$ cat config.mk
export PLATFORM = sky130hd
export DESIGN_NAME = alu_serial_sequencer
export DESIGN_NICKNAME = d
export VERILOG_FILES = /design/src/rtl/alu_serial_sequencer.sv
export SDC_FILE = /design/constraint.sdc
export NUM_CORES = 1
export LEC_CHECK = 0
export BUFFER_PORTS_ARGS = -buffer_cell sky130_fd_sc_hd__buf_2
export CAP_MARGIN = 30
export CORE_AREA = 2 2 64 66
export DETAILED_ROUTE_END_ITERATION = 8
export DIE_AREA = 0 0 66 68
export GPL_ROUTABILITY_DRIVEN = 0
export HOLD_SLACK_MARGIN = 0.15
export PLACE_DENSITY = 0.77
export SYNTH_ARGS = -nofsm -noshare
export SYNTH_HDL_FRONTEND = slang
export SYNTH_SLANG_ARGS = --single-unit
$ cat constraint.sdc
create_clock -name clk -period 2.2 [get_ports clk]
set_clock_uncertainty 0.05 [all_clocks]
set_input_delay 0.11 -clock clk [delete_from_list [all_inputs] [get_ports clk]]
set_output_delay 0.11 -clock clk [all_outputs]
set_load 0.01 [all_outputs]
$ cat src/rtl/alu_serial_sequencer.sv
// Bit-serial ALU front end: walks one external 1-bit ALU slice across a
// WIDTH-bit operation LSB-first, threading carry and resolving set-less-than
// with an extra pass over bit 0.
module alu_serial_sequencer #(
  parameter int WIDTH = 8
) (
  input  logic             clk,
  input  logic             reset,
  input  logic             start,
  output logic             ready,
  input  logic [WIDTH-1:0] a_in,
  input  logic [WIDTH-1:0] b_in,
  input  logic [2:0]       op_in,
  output logic             slice_a,
  output logic             slice_b,
  output logic             slice_cin,
  output logic             slice_less,
  output logic [2:0]       slice_op,
  input  logic             slice_result,
  input  logic             slice_cout,
  input  logic             slice_set,
  output logic [WIDTH-1:0] result,
  output logic             carry_out,
  output logic             overflow,
  output logic             zero,
  output logic             done
);

  localparam int IW = (WIDTH > 1) ? $clog2(WIDTH) : 1;
  localparam logic [IW-1:0] LAST_IDX = IW'(WIDTH - 1);
  localparam logic [2:0] OP_LESS = 3'b111;

  typedef enum logic [1:0] {IDLE, RUN, FIX, DONE} state_t;

  state_t           state, state_next;
  logic [WIDTH-1:0] a_q, b_q;
  logic [2:0]       op_q;
  logic             carry_q;
  logic             set_msb;
  logic [IW-1:0]    idx;
  logic [WIDTH-1:0] result_next;
  logic             last_bit;

  assign last_bit = (idx == LAST_IDX);

  // State register
  always_ff @(posedge clk) begin
    if (reset) state <= IDLE;
    else       state <= state_next;
  end

  // Next-state logic; the extra FIX pass only exists for the signed LESS op
  always_comb begin
    state_next = state;
    case (state)
      IDLE: if (start) state_next = RUN;
      RUN:  if (last_bit) state_next = (op_q == OP_LESS) ? FIX : DONE;
      FIX:  state_next = DONE;
      DONE: state_next = IDLE;
      default: state_next = IDLE;
    endcase
  end

  // Output decode: slice drives come only from latched operands and idx
  always_comb begin
    ready      = (state == IDLE);
    done       = (state == DONE);
    slice_a    = 1'b0;
    slice_b    = 1'b0;
    slice_cin  = 1'b0;
    slice_less = 1'b0;
    slice_op   = 3'b000;
    case (state)
      RUN: begin
        slice_a   = a_q[idx];
        slice_b   = b_q[idx];
        slice_cin = carry_q;
        slice_op  = op_q;
      end
      FIX: begin
        slice_a    = a_q[0];
        slice_b    = b_q[0];
        slice_cin  = op_q[2];
        slice_less = set_msb;
        slice_op   = op_q;
      end
      default: ;
    endcase
  end

  // Result vector with the bit currently being produced by the slice merged in
  always_comb begin
    result_next = result;
    if (state == FIX) result_next[0]   = slice_result;
    else              result_next[idx] = slice_result;
  end

  // Datapath: latch on accept, capture one bit per RUN edge, patch bit 0 in FIX
  always_ff @(posedge clk) begin
    if (reset) begin
      a_q       <= '0;
      b_q       <= '0;
      op_q      <= '0;
      carry_q   <= 1'b0;
      set_msb   <= 1'b0;
      idx       <= '0;
      result    <= '0;
      carry_out <= 1'b0;
      overflow  <= 1'b0;
      zero      <= 1'b0;
    end else begin
      case (state)
        IDLE: if (start) begin
          a_q       <= a_in;
          b_q       <= b_in;
          op_q      <= op_in;
          carry_q   <= op_in[2];
          set_msb   <= 1'b0;
          idx       <= '0;
          result    <= '0;
          carry_out <= 1'b0;
          overflow  <= 1'b0;
          zero      <= 1'b0;
        end
        RUN: begin
          result  <= result_next;
          carry_q <= slice_cout;
          if (last_bit) begin
            carry_out <= slice_cout;
            overflow  <= carry_q ^ slice_cout;
            set_msb   <= slice_set;
            zero      <= (result_next == '0);
          end else begin
            idx <= idx + IW'(1);
          end
        end
        FIX: begin
          result <= result_next;
          zero   <= (result_next == '0);
        end
        default: ;
      endcase
    end
  end

endmodule

# --- After elaboration in Yosys (flattened, before gate mapping) ---
# Index checks and enable logic that the tools add are counted.
totals:
  regBits: 37
  wordCells: 71
  out_inout_bits: 20
op_classes:
  mux: 34
  n_lt_le_gt_ge: 2
  add_sub_neg: 1
  reduce_logical: 14
  eq_ne: 8
  n_bitwise: 1
op_table:
  columns: ["op", "n"]
  rows:
  - ["case mux 8 bit (2 select lines)", 1]
  - ["case mux 1 bit (2 select lines)", 7]
  - ["2-to-1 mux 1 bit", 12]
  - ["2-to-1 mux 3 bit", 3]
  - ["AND reduction 3 bit", 3]
  - ["bitwise mux 8 bit", 1]
  - ["zero test 8 bit", 1]
  - ["2-to-1 mux 8 bit", 1]
  - ["case mux 2 bit (4 select lines)", 1]
  - ["AND reduction 2 bit", 4]
  - ["2-to-1 mux 7 bit", 1]
  - ["binary-select mux 1 bit (select 3 bit)", 2]
  - ["equality test 3 bit, second input constant", 2]
  - ["!= test 2 bit, second input constant", 3]
  - ["case mux 3 bit (2 select lines)", 1]
  - ["equality test 2 bit, second input constant", 2]
  - ["less-than comparator 3 x 4 -> 1 bit, second input constant", 1]
  - ["2-to-1 mux 2 bit", 2]
  - ["nonzero test 2 bit", 2]
  - ["adder 3 x 1 -> 3 bit, second input constant", 1]
  - ["demux 1 bit (select 3 bit)", 1]
  - ["greater-or-equal comparator 3 x 1 -> 1 bit, second input constant", 1]
  - ["case mux 1 bit (3 select lines)", 1]
  - ["nonzero test 3 bit", 1]
  - ["other kinds (5)", 5]

# --- Depth between registers and ports, before layout ---
# Gate-level depths: netlist of the first run.
depth:
  depth_word: 9
  depth_mapped: 8
  mapped_depth_nobuf: 6

# --- Worst setup path after synthesis of the first run ---
# No wires, ideal clock.
synth_path:
  kind: "flip-flop to flip-flop"
  from: "register state[0]"
  to: "register zero"
  arrival_ns: 1.694
  synth_period_minus_slack_ns: 1.831
  setup_time_ns: 0.087
  stages_incl_launch_ff: 8
  slack_ns: 0.369
  required_time_ns: 2.063
  path_cell_list: "dfxtp_1 > inv_1 > ha_1 > buf_2 > nor2b_1 > a2111oi_0 > nand4_1 > o31ai_1"
synth_lines:
  columns: ["element", "line", "source"]
  rows:
  - ["start: declaration", "35", "state_t state, state_next;"]
  - ["start signal: assignment", "49", "else state <= state_next;"]
  - ["zero test 2 bit (*)", null, null]
  - ["named net ready", "10", "output logic ready,"]
  - ["!= test 2 bit (no line) or nonzero test 3 bit (tied branches)", null, null]
  - ["AND reduction 3 bit (no line)", null, null]
  - ["end signal: assignment", "132", "zero <= (result_next == '0);"]
  - ["end signal: assignment", "139", "zero <= (result_next == '0);"]
  - ["end: declaration", "25", "output logic zero,"]
# The timed path passes the listed nets; every way through them passes the cells marked *. The select of a mux whose other input is x is not followed.
# A chain may end at the register's enable or synchronous reset.

# --- Worst setup path after layout of the first run ---
layout_path:
  from: "register idx[0]"
  to: "output slice_a"
layout_via:
  elab_chain_cells: 3
layout_lines:
  columns: ["element", "line", "source"]
  rows:
  - ["start: declaration", "40", "logic [IW-1:0] idx;"]
  - ["start signal: assignment", "134", "idx <= idx + IW'(1);"]
  - ["binary-select mux 1 bit (select 3 bit)", "75", "slice_a = a_q[idx];"]
  - ["2-to-1 mux 1 bit (implied by the code)", "75", null]
  - ["case mux 1 bit (2 select lines)", "73", "case (state)"]
  - ["end: declaration", "14", "output logic slice_a,"]
# Every way passes these cells. The select of a mux whose other input is x is not followed.

==> results of run 1 <==
==> cells in the final DEF, fill, tap and decap left out, types with 6 or more instances in the layout <==
cell | synthesis | layout
sky130_fd_sc_hd__inv_1 | 7 | 7
sky130_fd_sc_hd__dfxtp_1 | 37 | 35
sky130_fd_sc_hd__clkbuf_8 | 1 | 6
sky130_fd_sc_hd__and2_1 | 7 | 7
sky130_fd_sc_hd__nor2_1 | 14 | 14
sky130_fd_sc_hd__buf_2 | 9 | 44
sky130_fd_sc_hd__o21ai_0 | 7 | 7
sky130_fd_sc_hd__a2bb2oi_1 | 8 | 8
sky130_fd_sc_hd__nand2_1 | 45 | 45
sky130_fd_sc_hd__mux2i_1 | 9 | 9
sky130_fd_sc_hd__ha_1 | 7 | 6
sky130_fd_sc_hd__a21oi_1 | 24 | 24
sky130_fd_sc_hd__dlygate4sd3_1 | 0 | 20
sky130_fd_sc_hd__buf_4 | 1 | 9
==> synth_stat cells (2+ instances only) <==
master / count / area share, %
sky130_fd_sc_hd__a2bb2oi_1: 8 / 3.6
sky130_fd_sc_hd__nand2b_1: 2 / 0.64
sky130_fd_sc_hd__nand2_1: 45 / 8.6
sky130_fd_sc_hd__and4bb_2: 2 / 1.3
sky130_fd_sc_hd__nor2_1: 14 / 2.7
sky130_fd_sc_hd__a22oi_1: 4 / 1.5
sky130_fd_sc_hd__mux2i_1: 9 / 4.6
sky130_fd_sc_hd__a21oi_1: 24 / 6.2
sky130_fd_sc_hd__nor2b_1: 4 / 1.3
sky130_fd_sc_hd__o31ai_1: 2 / 0.77
sky130_fd_sc_hd__ha_1: 7 / 4.5
sky130_fd_sc_hd__clkbuf_1: 5 / 0.96
sky130_fd_sc_hd__mux4_1: 3 / 4.0
sky130_fd_sc_hd__a2111oi_0: 2 / 0.90
sky130_fd_sc_hd__dfxtp_1: 37 / 38
sky130_fd_sc_hd__and2_1: 7 / 2.2
sky130_fd_sc_hd__nor4b_1: 3 / 1.3
sky130_fd_sc_hd__nor3_1: 4 / 1.0
sky130_fd_sc_hd__o21ai_0: 7 / 1.8
sky130_fd_sc_hd__nand4_1: 4 / 1.3
sky130_fd_sc_hd__buf_2: 9 / 2.3
sky130_fd_sc_hd__inv_1: 7 / 1.3
sky130_fd_sc_hd__buf_1: 2 / 0.38
==> power by group through the flow <==
stage / sequential [uW] / combinational [uW] / clock, uW
finish: 859 / 1060 / 616
global route: 877 / 1150 / 657
CTS: 855 / 1040 / 626
detailed placement: 870 / 1000 / 0
global placement: 865 / 988 / 0
floorplan: 854 / 735 / 0
==> layout make-up <==
| cell class | instances | area share [%] |
|---|---|---|
| multi-input cells | 168 | 43.2 |
| repair buffers | 74 | 19.5 |
| clock buffers | 6 | 3.23 |
| flip-flops and latches | 37 | 29.2 |
| clock inverters | 2 | 1.47 |
| well taps | 50 | 2.45 |
| inverters | 7 | 1.03 |
==> path summary, 6_finish.rpt <==
kind,from,to,slack [ns],cells past startpoint
setup reg to reg,state[0]$_SDFFE_PP0P_,zero$_SDFFE_PP0P_,0.19,6
hold reg to reg,b_q[4]$_SDFFE_PP0P_,b_q[4]$_SDFFE_PP0P_,0.41,2
hold / removal,start,carry_q$_SDFFE_PP0P_,0.19,4
setup / recovery,idx[0]$_SDFFE_PP0P_,slice_a,0.11,6
==> routing by layer <==
layer / vias to the layer above / track usage, % / wire (um) / share of wire [%]
li1: 938 / - / - / -
met1: 849 / 27.0 / 2060 / 44
met2: 54 / 38.8 / 2300 / 49
met3: 7 / 5.92 / 251 / 5.4
met4: 0 / 6.89 / 65 / 1.4
met5: - / 0 / 0 / 0
==> cells by family (layout without fill, tap and decap cells) <==
family                   count (synthesis)  in the layout  share of synthesized area, %
AO/OA/AOI/OAI                           57             57                          18.7
XOR/XNOR                                 1              1                         0.449
adder cells (fa/ha/maj)                  7              7                          4.48
buffers and inverters                   26             89                          6.66
flip-flops                              37             37                          37.9
multiplexers                            13             13                          9.23
AND/OR/NAND/NOR                         90             90                          22.5
==> sequential cells by signal (all words and copies together), names as in the netlist <==
signal	flops
a_q	8
b_q	8
result	8
idx	3
op_q	3
state	2
carry_out	1
carry_q	1
overflow	1
set_msb	1
zero	1
==> worst max-delay path: stages (launching register included) <==
cell,delay (ns)
sky130_fd_sc_hd__dfxtp_4,0.37
sky130_fd_sc_hd__buf_6,0.15
sky130_fd_sc_hd__mux4_1,0.55
sky130_fd_sc_hd__and2_1,0.16
sky130_fd_sc_hd__o21ai_0,0.16
sky130_fd_sc_hd__a21boi_1,0.09
sky130_fd_sc_hd__buf_2,0.14
==> timing repair <==
action                                  CTS  global route
resized for setup                         1             8
hold buffers                             20             0
endpoints found under the hold margin    21             0
endpoints found under the setup margin    1             4
pin swaps                                 0             0
==> through the flow <==
stage / worst slack (ns) / util [%] / hold slack [ns]
after floorplan: 0.369 / - / 0.196
after global placement: 0.284 / 57.2 / 0.301
after detailed placement: 0.126 / 57.2 / 0.305
after CTS: 0.0234 / 65.6 / 0.190
after global routing: 0.0142 / 66.3 / 0.232
final: 0.112 / 66.3 / 0.193
==> qor.txt, run 1 <==
===========================================================================
Status                                                            completed
Arrival @ worst endpoint                                            1.93 ns
Total of warnings raised by yosys                                         0
Total iterations of the first detailed-routing run                        4
Sw Share                                                              37.5%
Maximum number of pins on one net before global-route repair             38
Max-slew violation count                                                  0
CTS Buf Count                                                             5
Total Negative Setup Slacks                                            0 ns
Post-synthesis area per instance                                  8.46 um^2
Fin cells                                                               344
Later-pin clock latency in the skew report                          0.29 ns
Synth Net Count                                                         263
Cell internal pwr                                                   1590 uW
Sequential share of power                                             33.8%
Filler Cells Inserted                                                   327
I/O Buffers                                                              44
Std-Cell Core Area                                                3860 um^2
Setup Buffers After CTS                                                   0
Max_cap viols                                                             0
Number of hold violations in the final report                             0
Seq/Total Area, Yosys                                                 37.9%
Combined area of the multi-input logic cells                      1100 um^2
Number of flops mapped to enable cells by yosys                           0
Fraction of power consumed by the clock network                       24.3%
FF/Latch Area                                                      746 um^2
H-tree depth                                                              2
Starting DRT DRC Count                                                  129
Post-synthesis async set-or-reset flop share                             0%
Antenna violations before repair                                          0
Min Tclk post-route                                                 2.09 ns
Period Utilization, post-route                                        94.9%
Max Clk Rate                                                        479 MHz
Ratio of total power to cell area                               993 nW/um^2
DRC violation count after routing                                         0
Number of placed instances with taps included                           316
Detailed placement HPWL                                             3.02 mm
Wire length of the first global-routing pass                        7.63 mm
# setup viols final                                                       0
Distinct cell type count of the synthesized netlist                      43
Switch Pwr                                                           951 uW
Register bit total from synthesis                                        37
Clk slew on worst S/H paths                                         0.08 ns
Final routed wirelength across all metal layers                     4.68 mm
Vertical extent of the die                                            68 um
Req. time, crit path                                                2.04 ns
Vias in the first global route                                         1742
TritonCTS clock tree                                                   done
Maximum clock path buffer count                                           2
Total number of clock tree sinks                                         37
Setup repair after global routing missed its margin                   false
Total via count after detailed routing                                 1848
DRT antenna net count                                                     0
Static Leakage                                                   0.00107 uW
Post-detailed-placement cell area                                 2210 um^2
Maximum fanout count along the critical path                             13
Standard-cell rows                                                       23
Worst Tran Pin Value                                               0.693 ns
Category of the worst setup path launch point                      register
Clock tree root driver cell                                    sky130_fd_sc_hd__clkbuf_8
Logic gate share of total power                                       41.9%
Worst min-delay path category                                  input pin to register
Post-synthesis instance total                                           231
Main flop type after synthesis                                 sky130_fd_sc_hd__dfxtp_1
Critical path capture point type                               primary output
Avg Vias per Cell                                                      5.37
Remaining Overflow, GRT                                                   0
Cell Area, Synth                                                  1950 um^2
Layout cells sized above 1                                            24.5%
Area enclosed by the die boundary                                 4490 um^2
Type of the worst setup path                                   register to primary output
Layout Area Growth over Synthesis                                     30.9%
Initial standard-cell utilization of the core                         50.6%
Diodes inserted                                                           0
Number of I/O pins                                                       45
Overall global routing resource usage                                 22.2%
Post-route cell area                                              2560 um^2
Worst IR Drop VDD                                                  0.472 mV
Floorplan die width                                                   66 um
Worst slew margin                                                     53.8%
Power, Total                                                        2540 uW
Routed WL per cell                                                  13.6 um
Post-layout nets                                                        325
===========================================================================
(Power assumes the default switching activity.)
==> run 2: changes to the inputs <==
--- a/config.mk
+++ b/config.mk
@@ -7,12 +7,12 @@
 export LEC_CHECK = 0
 export BUFFER_PORTS_ARGS = -buffer_cell sky130_fd_sc_hd__buf_2
 export CAP_MARGIN = 30
-export CORE_AREA = 2 2 64 66
+export CORE_AREA = 2 2 62 64
 export DETAILED_ROUTE_END_ITERATION = 8
-export DIE_AREA = 0 0 66 68
+export DIE_AREA = 0 0 64 66
 export GPL_ROUTABILITY_DRIVEN = 0
 export HOLD_SLACK_MARGIN = 0.15
-export PLACE_DENSITY = 0.77
+export PLACE_DENSITY = 0.81
 export SYNTH_ARGS = -nofsm -noshare
 export SYNTH_HDL_FRONTEND = slang
 export SYNTH_SLANG_ARGS = --single-unit
==> constraint.sdc (replaced) <==
create_clock -name clk -period 2.48 [get_ports clk]
set_clock_uncertainty 0.05 [all_clocks]
set_input_delay 0.124 -clock clk [delete_from_list [all_inputs] [get_ports clk]]
set_output_delay 0.124 -clock clk [all_outputs]
set_load 0.01 [all_outputs]
==> qor.txt, run 2 (synthesis gave the netlist of run 1 again) <==
=============================================================================
Logic gate share of total power                                         44.1%
Most common library cell in the layout ignoring fill and taps    sky130_fd_sc_hd__nand2_1
Total via count after detailed routing                                   1820
Vertical extent of the die                                              66 um
Slowest cell delay on critical path                                   0.60 ns
TritonCTS clock tree                                                     done
DRC violation count after routing                                           0
Clock tree root driver cell                                      sky130_fd_sc_hd__clkbuf_4
Maximum fanout count along the critical path                               17
Sequential share of power                                               39.7%
I/O Buffers                                                                44
Number of placed instances with taps included                             307
Post-route cell area                                                2410 um^2
Worst slew margin                                                       54.2%
Status                                                              completed
Most frequent cells in the layout                                sky130_fd_sc_hd__nand2_1 (45), sky130_fd_sc_hd__buf_2 (44), sky130_fd_sc_hd__dfxtp_1 (36)
Critical path capture point type                                 primary output
Fin cells                                                                 336
Req. time, crit path                                                  2.31 ns
Registers with the most flip-flops                               a_q: 8 flops, b_q: 8 flops, result: 8 flops
Worst IR Drop VDD                                                    0.588 mV
Startpoint of the worst hold path                                       start
Hold Crit Endpoint                                               carry_q$_SDFFE_PP0P_
Period Utilization, post-route                                          92.5%
Filler Cells Inserted                                                     290
Dominant delay contributor by cell family on the critical path   multiplexers
Category of the worst setup path launch point                        register
Switch Pwr                                                             793 uW
Worst path slowest cell                                          sky130_fd_sc_hd__mux4_1
Layout cells sized above 1                                              19.8%
Total number of clock tree sinks                                           37
Standard-cell rows                                                         22
Share of the core filled with cells                                     67.9%
Max-slew violation count                                                    0
Cell internal pwr                                                     1140 uW
Worst hold stages                                                           4
Flop-to-flop setup slack                                              0.42 ns
Routed WL per cell                                                    13.8 um
Setup repair after global routing missed its margin                     false
Number of I/O pins                                                         45
Total Negative Setup Slacks                                              0 ns
Maximum number of pins on one net before global-route repair               39
FF/Latch Area                                                        742 um^2
Levels on crit path                                                         5
Floorplan die width                                                     64 um
Static Leakage                                                     0.00100 uW
DRT antenna net count                                                       0
Ratio of total power to cell area                                 801 nW/um^2
Clk slew on worst S/H paths                                           0.11 ns
Combined area of the multi-input logic cells                        1080 um^2
Min Tclk post-route                                                   2.29 ns
Worst Tran Pin Value                                                 0.687 ns
Remaining Overflow, GRT                                                     0
Final routed wirelength across all metal layers                       4.63 mm
Type of the worst setup path                                     register to primary output
Capture point of the worst reg-to-reg path                       carry_q$_SDFFE_PP0P_
Detailed placement HPWL                                               2.99 mm
Overall global routing resource usage                                   24.0%
H-tree depth                                                                2
Max Clk Rate                                                          436 MHz
CP cell instances                                                mux4_1 -> mux2_2 -> a22oi_1 -> nor2b_1 -> buf_2
CTS Buf Count                                                               5
Initial standard-cell utilization of the core                           55.0%
Total iterations of the first detailed-routing run                          5
Worst r2r path cells                                                        5
Layout Area Growth over Synthesis                                       23.5%
Area enclosed by the die boundary                                   4220 um^2
Later-pin clock latency in the skew report                            0.35 ns
Post-detailed-placement cell area                                   2150 um^2
Vias in the first global route                                           1831
Maximum clock path buffer count                                             2
Launching point of the worst reg2reg path                        state[0]$_SDFFE_PP0P_
Post-layout nets                                                          319
Number of hold violations in the final report                               0
Diodes inserted                                                             0
Std-Cell Core Area                                                  3550 um^2
Fraction of power consumed by the clock network                         16.2%
Worst Path Buf+Inv                                                          1
Starting DRT DRC Count                                                    100
Wire length of the first global-routing pass                          7.88 mm
# setup viols final                                                         0
Arrival @ worst endpoint                                              2.12 ns
Antenna violations before repair                                            0
Avg Vias per Cell                                                        5.42
Sw Share                                                                41.1%
Max_cap viols                                                               0
Worst min-delay path category                                    input pin to register
=============================================================================
run 2: cell count changes in the layout (fill, tap and decap cells not counted), moves of 2 or more:
cell | previous run | this run
sky130_fd_sc_hd__buf_4 | 9 | 3
sky130_fd_sc_hd__clkbuf_8 | 6 | 0
sky130_fd_sc_hd__clkbuf_4 | 0 | 5
sky130_fd_sc_hd__clkbuf_1 | 0 | 3
sky130_fd_sc_hd__nor4b_1 | 1 | 3
sky130_fd_sc_hd__nor4b_2 | 2 | 0
run 2: timing repair:
action,CTS,global route
hold buffers,21,0
setup endpoints to repair,1,0
resized for setup,1,0
hold endpoints to repair,23,0
buffers inserted,0,0
run 2: area by class of cell:
class	instances	share of cell area [%]
flip-flops and latches	37	30.8
multi-input cells	168	44.9
well taps	48	2.49
inverters	7	1.09
clock buffers	8	2.02
repair buffers	68	18.8
run 2: worst max path at each step:
stage                          start                 to
2_1_floorplan  state[0]$_SDFFE_PP0P_  zero$_SDFFE_PP0P_
3_3_place_gp     idx[1]$_SDFFE_PP0P_  zero$_SDFFE_PP0P_
3_5_place_dp     idx[1]$_SDFFE_PP0P_  zero$_SDFFE_PP0P_
4_1_cts          idx[1]$_SDFFE_PP0P_            slice_b
5_1_grt          idx[1]$_SDFFE_PP0P_            slice_b
6_report         idx[1]$_SDFFE_PP0P_            slice_b
run 2: power groups by stage:
| stage | combinational, uW | clock (uW) | sequential, uW |
|---|---|---|---|
| 6_report | 853 | 313 | 767 |
| 5_1_grt | 956 | 343 | 782 |
| 4_1_cts | 843 | 310 | 766 |
| 3_5_place_dp | 815 | 0 | 779 |
| 3_3_place_gp | 804 | 0 | 776 |
| 2_1_floorplan | 652 | 0 | 757 |
run 2: worst min-delay path, stage by stage:
cell                        delay, ns
sky130_fd_sc_hd__buf_2           0.11
sky130_fd_sc_hd__nor2b_1         0.09
sky130_fd_sc_hd__nor3_1          0.14
sky130_fd_sc_hd__a2111oi_0       0.08
run 2: routing by layer:
metal  up-vias  global-route usage (%)  wire (um)
met5         -                       0          0
met4         0                    8.70         56
met3         6                    6.30        181
met2        40                    43.6       2380
met1       849                    27.0       2010
li1        925                       -          -
run 2: per-stage QoR:
stage          setup WS (ns)  hold slack, ns  total power (uW)
6_report               0.186           0.190              1930
5_1_grt               0.0590           0.227              2080
4_1_cts                0.174           0.189              1920
3_5_place_dp           0.369           0.320              1590
3_3_place_gp           0.404           0.315              1580
2_1_floorplan          0.649           0.210              1410
==> run 3: changes to the inputs <==
--- a/config.mk
+++ b/config.mk
@@ -13,6 +13,7 @@
 export GPL_ROUTABILITY_DRIVEN = 0
 export HOLD_SLACK_MARGIN = 0.15
 export PLACE_DENSITY = 0.81
+export RECOVER_POWER = 25
 export SYNTH_ARGS = -nofsm -noshare
 export SYNTH_HDL_FRONTEND = slang
 export SYNTH_SLANG_ARGS = --single-unit
==> qor.txt, run 3 (synthesis gave the netlist of run 1 again) <==
=============================================================================
Total number of clock tree sinks                                           37
Avg Vias per Cell                                                        5.46
Period Utilization, post-route                                          92.6%
Clk slew on worst S/H paths                                           0.11 ns
I/O Buffers                                                                44
Later-pin clock latency in the skew report                            0.35 ns
Setup repair after global routing missed its margin                     false
Vertical extent of the die                                              66 um
Post-layout nets                                                          319
Initial standard-cell utilization of the core                           55.0%
Number of hold violations in the final report                               0
Worst Path Buf+Inv                                                          1
Worst min-delay path category                                    input pin to register
Std-Cell Core Area                                                  3550 um^2
Type of the worst setup path                                     register to primary output
Total iterations of the first detailed-routing run                          5
Maximum fanout count along the critical path                               17
Most common library cell in the layout ignoring fill and taps    sky130_fd_sc_hd__nand2_1
Maximum clock path buffer count                                             2
Worst Tran Pin Value                                                 0.684 ns
Total via count after detailed routing                                   1835
Req. time, crit path                                                  2.31 ns
Slowest cell delay on critical path                                   0.60 ns
Layout cells sized above 1                                              15.3%
Registers with the most flip-flops                               a_q: 8 flops, b_q: 8 flops, result: 8 flops
Detailed placement HPWL                                               2.99 mm
Max-slew violation count                                                    0
Static Leakage                                                    0.000946 uW
Maximum number of pins on one net before global-route repair               39
Min Tclk post-route                                                   2.30 ns
Clock tree root driver cell                                      sky130_fd_sc_hd__clkbuf_4
Category of the worst setup path launch point                        register
Ratio of total power to cell area                                 804 nW/um^2
Floorplan die width                                                     64 um
Routed WL per cell                                                    13.8 um
Critical path capture point type                                 primary output
Total Negative Setup Slacks                                              0 ns
Area enclosed by the die boundary                                   4220 um^2
Number of I/O pins                                                         45
Overall global routing resource usage                                   24.0%
Worst IR Drop VDD                                                    0.590 mV
CP cell instances                                                mux4_1 -> mux2_2 -> a22oi_1 -> nor2b_1 -> buf_2
Power, Total                                                          1930 uW
DRT antenna net count                                                       0
Standard-cell rows                                                         22
H-tree depth                                                                2
Max Clk Rate                                                          436 MHz
Layout Area Growth over Synthesis                                       22.7%
Antenna violations before repair                                            0
Filler Cells Inserted                                                     299
Worst-case hold slack                                                0.190 ns
Worst slew margin                                                       54.4%
Vias in the first global route                                           1831
Diodes inserted                                                             0
Max_cap viols                                                               0
Most frequent cells in the layout                                sky130_fd_sc_hd__nand2_1 (45), sky130_fd_sc_hd__dfxtp_1 (36), sky130_fd_sc_hd__buf_2 (31)
Worst path slowest cell                                          sky130_fd_sc_hd__mux4_1
Dominant delay contributor by cell family on the critical path   multiplexers
Final routed wirelength across all metal layers                       4.64 mm
# setup viols final                                                         0
Starting DRT DRC Count                                                     93
Status                                                              completed
TritonCTS clock tree                                                     done
Arrival @ worst endpoint                                              2.12 ns
DRC violation count after routing                                           0
Remaining Overflow, GRT                                                     0
Wire length of the first global-routing pass                          7.88 mm
CTS Buf Count                                                               5
=============================================================================
-- run 3: final timing paths --
check	start	endpoint	slack, ns	cells past startpoint
worst max register to register	state[0]$_SDFFE_PP0P_	zero$_SDFFE_PP0P_	0.41	6
worst min register to register	a_q[5]$_SDFFE_PP0P_	a_q[5]$_SDFFE_PP0P_	0.41	2
worst min-delay path	slice_result	zero$_SDFFE_PP0P_	0.19	4
worst max-delay path	idx[1]$_SDFFE_PP0P_	slice_b	0.18	5
-- run 3: through the flow --
| step | instance area, um^2 | worst slack (ns) | util [%] | instances |
|---|---|---|---|---|
| global placement | 2150 | 0.404 | 60.6 | 307 |
| finish | 2400 | 0.184 | 67.5 | 336 |
| global route | 2400 | 0.0590 | 67.5 | 336 |
| floorplan | 1950 | 0.649 | - | 231 |
| detailed placement | 2150 | 0.369 | 60.6 | 307 |
| CTS | 2410 | 0.174 | 67.9 | 336 |
-- run 3: layout make-up --
class / instances / area, um^2 / area share (%)
Clock buffer: 8 / 48.8 / 2.04
Inverter: 7 / 26.3 / 1.10
Multi-Input combinational cell: 168 / 1080 / 45.2
Sequential cell: 37 / 742 / 31.0
Tap cell: 48 / 60.1 / 2.51
Timing Repair Buffer: 68 / 437 / 18.2
-- run 3: timing repair --
action / CTS / global route
endpoints found under the setup margin: 1 / 0
hold endpoints to repair: 23 / 0
gates resized for setup: 1 / 0
setup buffers: 0 / 0
hold buffers: 21 / 0
-- run 3: metal layers --
layer | part of all wire, % | up-vias | GRT usage [%]
met3 | 3.9 | 8 | 6.30
met1 | 43 | 865 | 27.0
li1 | - | 923 | -
met2 | 51 | 39 | 43.6
met5 | 0 | - | 0
met4 | 1.3 | 0 | 8.70
-- run 3: worst min-delay path, cell delays in order --
cell                      delay (ns)
sky130_fd_sc_hd__buf_2          0.17
sky130_fd_sc_hd__mux2i_1        0.12
sky130_fd_sc_hd__nand4_1        0.09
sky130_fd_sc_hd__o31ai_1        0.06
-- run 3: where the power goes --
| part | internal (uW) | leakage [uW] | switching [uW] | total (uW) |
|---|---|---|---|---|
| Sequential | 687 | 0.000302 | 80.8 | 767 |
| Clock | 113 | 0.0000265 | 198 | 311 |
| Combinational | 334 | 0.000617 | 514 | 848 |
